`config.mk`:
```
export PLATFORM = sky130hd
export DESIGN_NAME = uart_rx_top
export DESIGN_NICKNAME = d
export VERILOG_FILES = /design/src/rtl/uart_rx_top.sv
export SDC_FILE = /design/constraint.sdc
export NUM_CORES = 1
export LEC_CHECK = 0
export CAP_MARGIN = 20
export CORE_ASPECT_RATIO = 0.6
export CORE_UTILIZATION = 40
export CTS_CLUSTER_DIAMETER = 30
export DETAILED_ROUTE_END_ITERATION = 8
export PLACE_DENSITY = 0.64
export SLEW_MARGIN = 20
export SYNTH_ARGS = -nofsm -noshare
export SYNTH_HDL_FRONTEND = slang
export SYNTH_SLANG_ARGS = --single-unit
```
`constraint.sdc`:
```
create_clock -name clk -period 10.3 [get_ports clk]
set_input_delay 2.06 -clock clk [delete_from_list [all_inputs] [get_ports clk]]
set_output_delay 2.06 -clock clk [all_outputs]
set_load 0.1 [all_outputs]
```
`src/rtl/uart_rx_top.sv`:
```
// uart_rx_top: serial receiver packing bytes MSB-first into 32-bit FIFO words.
// Define UART_RX_PARITY_EN for 8E1 frames with a sticky parity error bit.
module uart_rx_top #(
  parameter int          CLKS_PER_BIT = 434,
  parameter int          FIFO_AW      = 4,
  parameter logic [31:0] RX_ADDR      = 32'h0000_7004
) (
  input  logic        clk,
  input  logic        reset,
  input  logic        rx,
  input  logic        re,
  input  logic [31:0] address,
  output logic [31:0] data_out,
  output logic        rx_empty,
  output logic        rx_full,
  output logic        frame_err
);
  localparam int CW    = $clog2(CLKS_PER_BIT + 1);
  localparam int DEPTH = 2 ** FIFO_AW;
  localparam logic [CW-1:0] CNT_MID = CW'(CLKS_PER_BIT / 2);
  localparam logic [CW-1:0] CNT_END = CW'(CLKS_PER_BIT - 1);
  localparam logic [CW-1:0] CNT_ONE = CW'(1);
  localparam logic [FIFO_AW:0] PTR_ONE = (FIFO_AW+1)'(1);
  localparam logic [31:0] ST_ADDR = RX_ADDR + 32'd4;

`ifdef UART_RX_PARITY_EN
  typedef enum logic [2:0] {
    IDLE, START, DATA, PARITY, STOP
  } state_t;
`else
  typedef enum logic [2:0] {
    IDLE, START, DATA, STOP
  } state_t;
`endif

  logic rx_meta_q, rx_sync_q, rx_prev_q;

  always_ff @(posedge clk or posedge reset) begin
    if (reset) begin
      rx_meta_q <= 1'b1;
      rx_sync_q <= 1'b1;
      rx_prev_q <= 1'b1;
    end else begin
      rx_meta_q <= rx;
      rx_sync_q <= rx_meta_q;
      rx_prev_q <= rx_sync_q;
    end
  end

  state_t          state_q;
  logic [CW-1:0]   cnt_q;
  logic [2:0]      bit_q;
  logic [7:0]      shift_q;
  logic [1:0]      k_q;
  logic [31:0]     word_q;
  logic            push_q;
  logic            frame_err_q;
  logic            overrun_q;
  logic            par_ok;
`ifdef UART_RX_PARITY_EN
  logic            par_bad_q;
  logic            parity_err_q;
  assign par_ok = !par_bad_q;
`else
  assign par_ok = 1'b1;
`endif

  logic [FIFO_AW:0] wptr_q, rptr_q;
  logic [31:0]      mem_q [DEPTH];
  logic             rd_data, rd_stat, pop, do_drop, do_push;

  assign rx_empty = (wptr_q == rptr_q);
  assign rx_full  = (wptr_q[FIFO_AW] != rptr_q[FIFO_AW]) &&
                    (wptr_q[FIFO_AW-1:0] == rptr_q[FIFO_AW-1:0]);
  assign rd_data  = re && (address == RX_ADDR);
  assign rd_stat  = re && (address == ST_ADDR);
  assign pop      = rd_data && !rx_empty;
  // A pop in the push cycle frees the slot, so the push still lands.
  assign do_drop  = push_q && rx_full && !pop;
  assign do_push  = push_q && !do_drop;
  assign frame_err = frame_err_q;

  always_ff @(posedge clk or posedge reset) begin
    if (reset) begin
      state_q     <= IDLE;
      cnt_q       <= '0;
      bit_q       <= '0;
      shift_q     <= '0;
      k_q         <= '0;
      word_q      <= '0;
      push_q      <= 1'b0;
      frame_err_q <= 1'b0;
`ifdef UART_RX_PARITY_EN
      par_bad_q    <= 1'b0;
      parity_err_q <= 1'b0;
`endif
    end else begin
      push_q <= 1'b0;
      if (rd_stat) begin
        frame_err_q <= 1'b0;
`ifdef UART_RX_PARITY_EN
        parity_err_q <= 1'b0;
`endif
      end
      unique case (state_q)
        IDLE: begin
          if (rx_prev_q && !rx_sync_q) begin
            state_q <= START;
            cnt_q   <= '0;
          end
        end
        START: begin
          if (cnt_q == CNT_MID) begin
            if (rx_sync_q) begin
              state_q <= IDLE;
            end else begin
              state_q <= DATA;
              cnt_q   <= '0;
              bit_q   <= '0;
            end
          end else begin
            cnt_q <= cnt_q + CNT_ONE;
          end
        end
        DATA: begin
          if (cnt_q == CNT_END) begin
            cnt_q   <= '0;
            shift_q <= {rx_sync_q, shift_q[7:1]};
            bit_q   <= bit_q + 3'd1;
            if (bit_q == 3'd7) begin
`ifdef UART_RX_PARITY_EN
              state_q <= PARITY;
`else
              state_q <= STOP;
`endif
            end
          end else begin
            cnt_q <= cnt_q + CNT_ONE;
          end
        end
`ifdef UART_RX_PARITY_EN
        PARITY: begin
          if (cnt_q == CNT_END) begin
            cnt_q     <= '0;
            state_q   <= STOP;
            par_bad_q <= ^{shift_q, rx_sync_q};
            if (^{shift_q, rx_sync_q}) parity_err_q <= 1'b1;
          end else begin
            cnt_q <= cnt_q + CNT_ONE;
          end
        end
`endif
        STOP: begin
          if (cnt_q == CNT_END) begin
            cnt_q   <= '0;
            state_q <= IDLE;
            if (!rx_sync_q) begin
              frame_err_q <= 1'b1;
            end else if (par_ok) begin
              unique case (k_q)
                2'd0: word_q[31:24] <= shift_q;
                2'd1: word_q[23:16] <= shift_q;
                2'd2: word_q[15:8]  <= shift_q;
                2'd3: word_q[7:0]   <= shift_q;
                default: ;
              endcase
              k_q <= k_q + 2'd1;
              if (k_q == 2'd3) push_q <= 1'b1;
            end
          end else begin
            cnt_q <= cnt_q + CNT_ONE;
          end
        end
        default: state_q <= IDLE;
      endcase
    end
  end

  always_ff @(posedge clk or posedge reset) begin
    if (reset) begin
      wptr_q    <= '0;
      rptr_q    <= '0;
      overrun_q <= 1'b0;
    end else begin
      if (do_push) wptr_q <= wptr_q + PTR_ONE;
      if (pop)     rptr_q <= rptr_q + PTR_ONE;
      if (rd_stat) overrun_q <= 1'b0;
      if (do_drop) overrun_q <= 1'b1;
    end
  end

  always_ff @(posedge clk) begin
    if (do_push) mem_q[wptr_q[FIFO_AW-1:0]] <= word_q;
  end

  logic [31:0] status;
  always_comb begin
    status    = '0;
    status[0] = !rx_empty;
    status[1] = rx_full;
    status[2] = frame_err_q;
    status[3] = overrun_q;
`ifdef UART_RX_PARITY_EN
    status[4] = parity_err_q;
`endif
  end

  always_comb begin
    data_out = '0;
    if (pop)          data_out = mem_q[rptr_q[FIFO_AW-1:0]];
    else if (rd_stat) data_out = status;
  end
endmodule

```
## Word level (Yosys, flattened, before mapping)

Memories as Yosys holds them, arrays and structs flattened.
Cells that the tools add are included.

| storage, ports and cells | value |
|---|---|
| output and inout bits | 35 |
| logic and storage cells | 101 |
| memory bits (writable) | 512 |
| register bits | 73 |
| memories | 1 |

Memories:

| name | depth | width | read ports | clocked after memory_dff | wr ports | line | RTL |
|---|---|---|---|---|---|---|---|
| mem_q | 16 | 32 | 1 | 0 | 1 | 69 | `logic [31:0] mem_q [DEPTH];` |

| operators by class | value |
|---|---|
| equal/unequal tests | 21 |
| muxes and demuxes | 30 |
| reductions and logical operators | 27 |
| add/subtract/negate cells | 5 |

Operator list:

| cell | number |
|---|---|
| equality test 32 x 15 -> 1 bit, second input constant | 2 |
| two-way mux 9 bit | 4 |
| two-way mux 32 bit | 1 |
| case mux 9 bit (3 select lines) | 1 |
| two-way mux 3 bit | 8 |
| AND reduction 4 bit | 5 |
| two-way mux 1 bit | 12 |
| inequality test 2 bit, second input constant | 6 |
| case mux 3 bit (4 select lines) | 1 |
| adder 5 x 1 -> 5 bit, second input constant | 2 |
| adder 9 x 1 -> 9 bit, second input constant | 1 |
| equality test 9 x 8 -> 1 bit, second input constant | 1 |
| equality test 9 bit, second input constant | 1 |
| logical AND 1 bit | 8 |
| equality test 3 x 2 -> 1 bit, second input constant | 2 |
| case mux 3 bit (2 select lines) | 1 |
| AND reduction 3 bit | 2 |
| equality test 5 bit | 1 |
| AND reduction 5 bit | 1 |
| equality test 2 bit, second input constant | 2 |
| equality test 4 bit | 1 |
| logical NOT 1 bit | 4 |
| two-way mux 4 bit | 1 |
| nonzero test 2 bit | 2 |
| other kinds (13) | 13 |

## Longest topological paths before layout

| logic depth | value |
|---|---|
| depth in word-level cells | 9 |
| gate-level depth with buffers | 8 |

## Worst setup path after synthesis

OpenSTA, ideal clock, no wires.

| timing path | value |
|---|---|
| path type | input to output |
| from | in address[1] |
| to | out data_out[0] |
| data arrival time | 5.837 ns |
| data required time | 8.240 ns |
| setup slack | 2.403 ns |
| path buffers | 0 |
| stages on the path | 4 |
| cell sequence | nor4_1 > nand4_1 > nor2_1 > nor4b_1 |

| between the ends | value |
|---|---|
| cells in the longest elaborated chain, start to end | 4 |

RTL lines:

| element | line | RTL |
|---|---|---|
| start, declared | 12 | `input logic [31:0] address,` |
| equality test 32 x 15 -> 1 bit, on equally long branches | 76, 75 |  |
| logical AND 1 bit, on equally long branches | 76, 75 |  |
| two-way mux 4 bit / logical AND 1 bit (equally long branches) | 211, 77 |  |
| two-way mux 32 bit * | 210 | `if (pop) data_out = mem_q[rptr_q[FIFO_AW-1:0]];` |
| end, declared | 13 | `output logic [31:0] data_out,` |

Mark *: on every way between the ends. The rest lies on a longest branch, timed or not.

## Worst setup path in the final report

| timing path | value |
|---|---|
| from | in address[4] |
| to | out data_out[26] |

| between the ends | value |
|---|---|
| cells in the longest elaborated chain, start to end | 4 |

RTL lines:

| element | line | RTL |
|---|---|---|
| equality test 32 x 15 -> 1 bit | 75 | `assign rd_data = re && (address == RX_ADDR);` |
| logical AND 1 bit | 75 |  |
| logical AND 1 bit | 77 | `assign pop = rd_data && !rx_empty;` |
| two-way mux 32 bit | 210 |  |

No other way between the ends.

==> out/results.tsv <==
metric	value	unit
status	finished, final reports clean	
CP Capture Point	data_out[26]	
Setup violations, final	0	
reg2reg end	mem_q[14][5]$_DFFE_PP_	
via count	10910	
setup slack, reg-to-reg	6.64	ns
CP max FO	36	
Synth async-reset ratio	0.1233	
Worst Clk Skew	0.02757	ns
Clock transition at path regs	0.05	ns
peak supply drop	124.1	µV
post-cts hold buffer count	0	
first-pass GRT wire length	75.35	mm
CTS sink cnt	584	
layout cell share with drive strength beyond 1	0.3126	
min-delay worst type	flip-flop to flip-flop	
Crit Reg-Reg Startpoint	rptr_q[2]$_DFFE_PP0P_	
Least-Margin Pin Slew	0.9861	ns
Seq/Total Area, Yosys	0.7486	
endpoint class of the critical path	output port	
crit-path leading delay family	buffers and inverters	
RD Place Congestion	0.7630	
Post-Route WL	50.15	mm
Mapped Cells	1058	
RSZ-0062 raised after global routing	no	
Slew HR	0.3405	
worst r2r path cells	7	
clk_lat worst skew	0.61	ns
# IOs	71	
Total Routing Usage GR	0.1752	
critical path class	input port to output port	
Die Span X	311.2	µm
Layout area overhead	18.10	%
most common cell after layout, fill and taps aside	edfxtp_1	
Max Cap Viol	0	
Netlist cell types	59	
most frequent cells in the layout	512 x edfxtp_1, 157 x mux4_2, 73 x clkbuf_16	
Seq pwr share	0.490	
initial antenna violation count	0	
Net Sw Power	1.096	mW
final HPWL from detailed placement	25.77	mm
Slowest-stage cell, CP	clkdlybuf4s50_1	
Levels on crit path	6	
# rows	67	
Gate power share	0.007	
Final Core Density	0.4818	
Via density	5.470	
final worst path period need	7.623	ns
cts bufs inserted	73	
switch share	0.2105	
Longest Clk Path Bufs	3	
WL per Instance	25.15	µm
Leak	10.19	nW
die height	187.5	µm
Crit path top cell by count	clkdlybuf4s50_1	
Core Area	0.05625	mm²
CTS tree	yes	
synthesized net count	1107	
Root Buffer	clkbuf_16	
max frequency	131.2	MHz
crit path from	address[4]	
Pwr per Cell Area	192.1	mW/mm²
Buffers on Ports	70	
First-pass DRT Iterations	5	
# DRC	0	
htree depth	3	
CP Launch Type	input port	
CP peak stage delay	1.21	ns
Nets	1223	
Post-CTS Repair Setup Buffers	0	
setup_tns	0	ns
CP required	8.24	ns
CTS resizes	0	
Routed Antenna Nets	0	
global route total overflow	0	
Pint	4.110	mW
Buf/Inv on CP	2	
area of the mapped netlist	0.02295	mm²
synth warn	0	
clock share of power	0.503	
EDFF count, synth	512	
synthesized area per cell	21.69	µm²
Initial Utilization	0.4080	
First DRT Iteration DRCs	1098	
vias in the first global route	11210	
ANT cells	0	
main flop type after synthesis	edfxtp_1	
largest net degree at the start of global routing	93	
die area	0.05837	mm²
critical-path cell list	clkdlybuf4s50_1 -> nor4b_2 -> nand3_1 -> a2111o_2 -> nor2b_1 -> clkdlybuf4s50_1	
FF+latch count, synth	584	
Max Slew Vio Count	0	
FILL cells	4513	
Period Utilization, post-route	0.7401	
WP data arrival	5.56	ns
final hold violations	0	
## cell usage after synthesis, drive strengths merged (6+ instances only)
cell type / number / area share
inv: 13 / 0.0021
clkbuf: 13 / 0.0021
and3: 16 / 0.0044
nand2: 20 / 0.0043
a31oi: 9 / 0.0025
mux2: 41 / 0.020
mux4: 157 / 0.15
nor2: 18 / 0.0031
buf: 38 / 0.0095
dfrtp: 69 / 0.075
a21oi: 6 / 0.0013
o21ai: 9 / 0.0020
edfxtp: 512 / 0.67
xnor2: 11 / 0.0042
nor2b: 37 / 0.010
nor3: 6 / 0.0018
ha: 13 / 0.0071
nand3: 11 / 0.0024
## worst min-delay path by stage
stage,startpoint,to,slack (ns),cells after the start
final,rx_meta_q$_DFF_PP1_,rx_sync_q$_DFF_PP1_,0.36,0
after detailed placement,rx_meta_q$_DFF_PP1_,rx_sync_q$_DFF_PP1_,0.35,0
after global placement,rx_meta_q$_DFF_PP1_,rx_sync_q$_DFF_PP1_,0.35,0
after CTS,rx_meta_q$_DFF_PP1_,rx_sync_q$_DFF_PP1_,0.36,0
after global routing,rx_meta_q$_DFF_PP1_,rx_sync_q$_DFF_PP1_,0.36,0
after floorplan,rx_meta_q$_DFF_PP1_,rx_sync_q$_DFF_PP1_,0.35,0
## power groups by stage
| stage | Clock, mW | Sequential [mW] | Combinational [mW] |
|---|---|---|---|
| 6_report | 2.62 | 2.55 | 0.0387 |
| 3_5_place_dp | 0 | 2.60 | 0.0387 |
| 2_1_floorplan | 0 | 2.60 | 0.0207 |
| 4_1_cts | 2.66 | 2.55 | 0.0391 |
| 3_3_place_gp | 0 | 2.60 | 0.0385 |
| 5_1_grt | 2.77 | 2.55 | 0.0431 |
## layout make-up
cell class / instances / area [µm²] / area share
Sequential cell: 584 / 17190 / 0.6342
Multi-Input combinational cell: 410 / 5489 / 0.2025
Clock buffer: 81 / 1877 / 0.06925
Tap cell: 759 / 949.7 / 0.03504
Timing Repair Buffer: 92 / 878.3 / 0.03241
Clock inverter: 55 / 669.4 / 0.02470
Inverter: 13 / 50.05 / 0.001847
## through the flow
| step | instances | hold slack [ns] | setup slack [ns] | instance area [µm²] | total power [mW] |
|---|---|---|---|---|---|
| 2_1_floorplan | 1058 | 0.3452 | 2.403 | 22950 | 2.619 |
| 3_3_place_gp | 1858 | 0.3477 | 2.579 | 24560 | 2.638 |
| 3_5_place_dp | 1858 | 0.3515 | 2.594 | 24560 | 2.639 |
| 4_1_cts | 1994 | 0.3597 | 2.578 | 27100 | 5.251 |
| 5_1_grt | 1994 | 0.3615 | 2.415 | 27100 | 5.361 |
| 6_report | 1994 | 0.3586 | 2.677 | 27100 | 5.206 |
## flip-flops by register name, summed over array words and instances (netlist names), 2 cells and up
register,cells
rptr_q,5
wptr_q,5
cnt_q,9
mem_q,512
shift_q,8
state_q,2
bit_q,3
word_q,32
k_q,2
## kinds of logic (layout without fill, tap and decap cells)
family / count (synthesis) / in the layout / synth area share
multiplexers: 199 / 199 / 0.1746
flip-flops: 584 / 584 / 0.7486
AND/OR/NAND/NOR: 133 / 133 / 0.03522
adder cells (fa/ha/maj): 13 / 13 / 0.007088
buffers and inverters: 64 / 241 / 0.01379
XOR/XNOR: 15 / 15 / 0.005724
AO/OA/AOI/OAI: 50 / 50 / 0.01494
## per-layer routing
layer | GRT usage | wire, µm | part of all wire
met5 | 0 | 0 | 0
met4 | 0.03979 | 693 | 0.014
met3 | 0.02909 | 2713 | 0.054
met2 | 0.2608 | 23090 | 0.46
met1 | 0.2707 | 23650 | 0.47
Note: power is estimated with default switching activity, not from simulation.
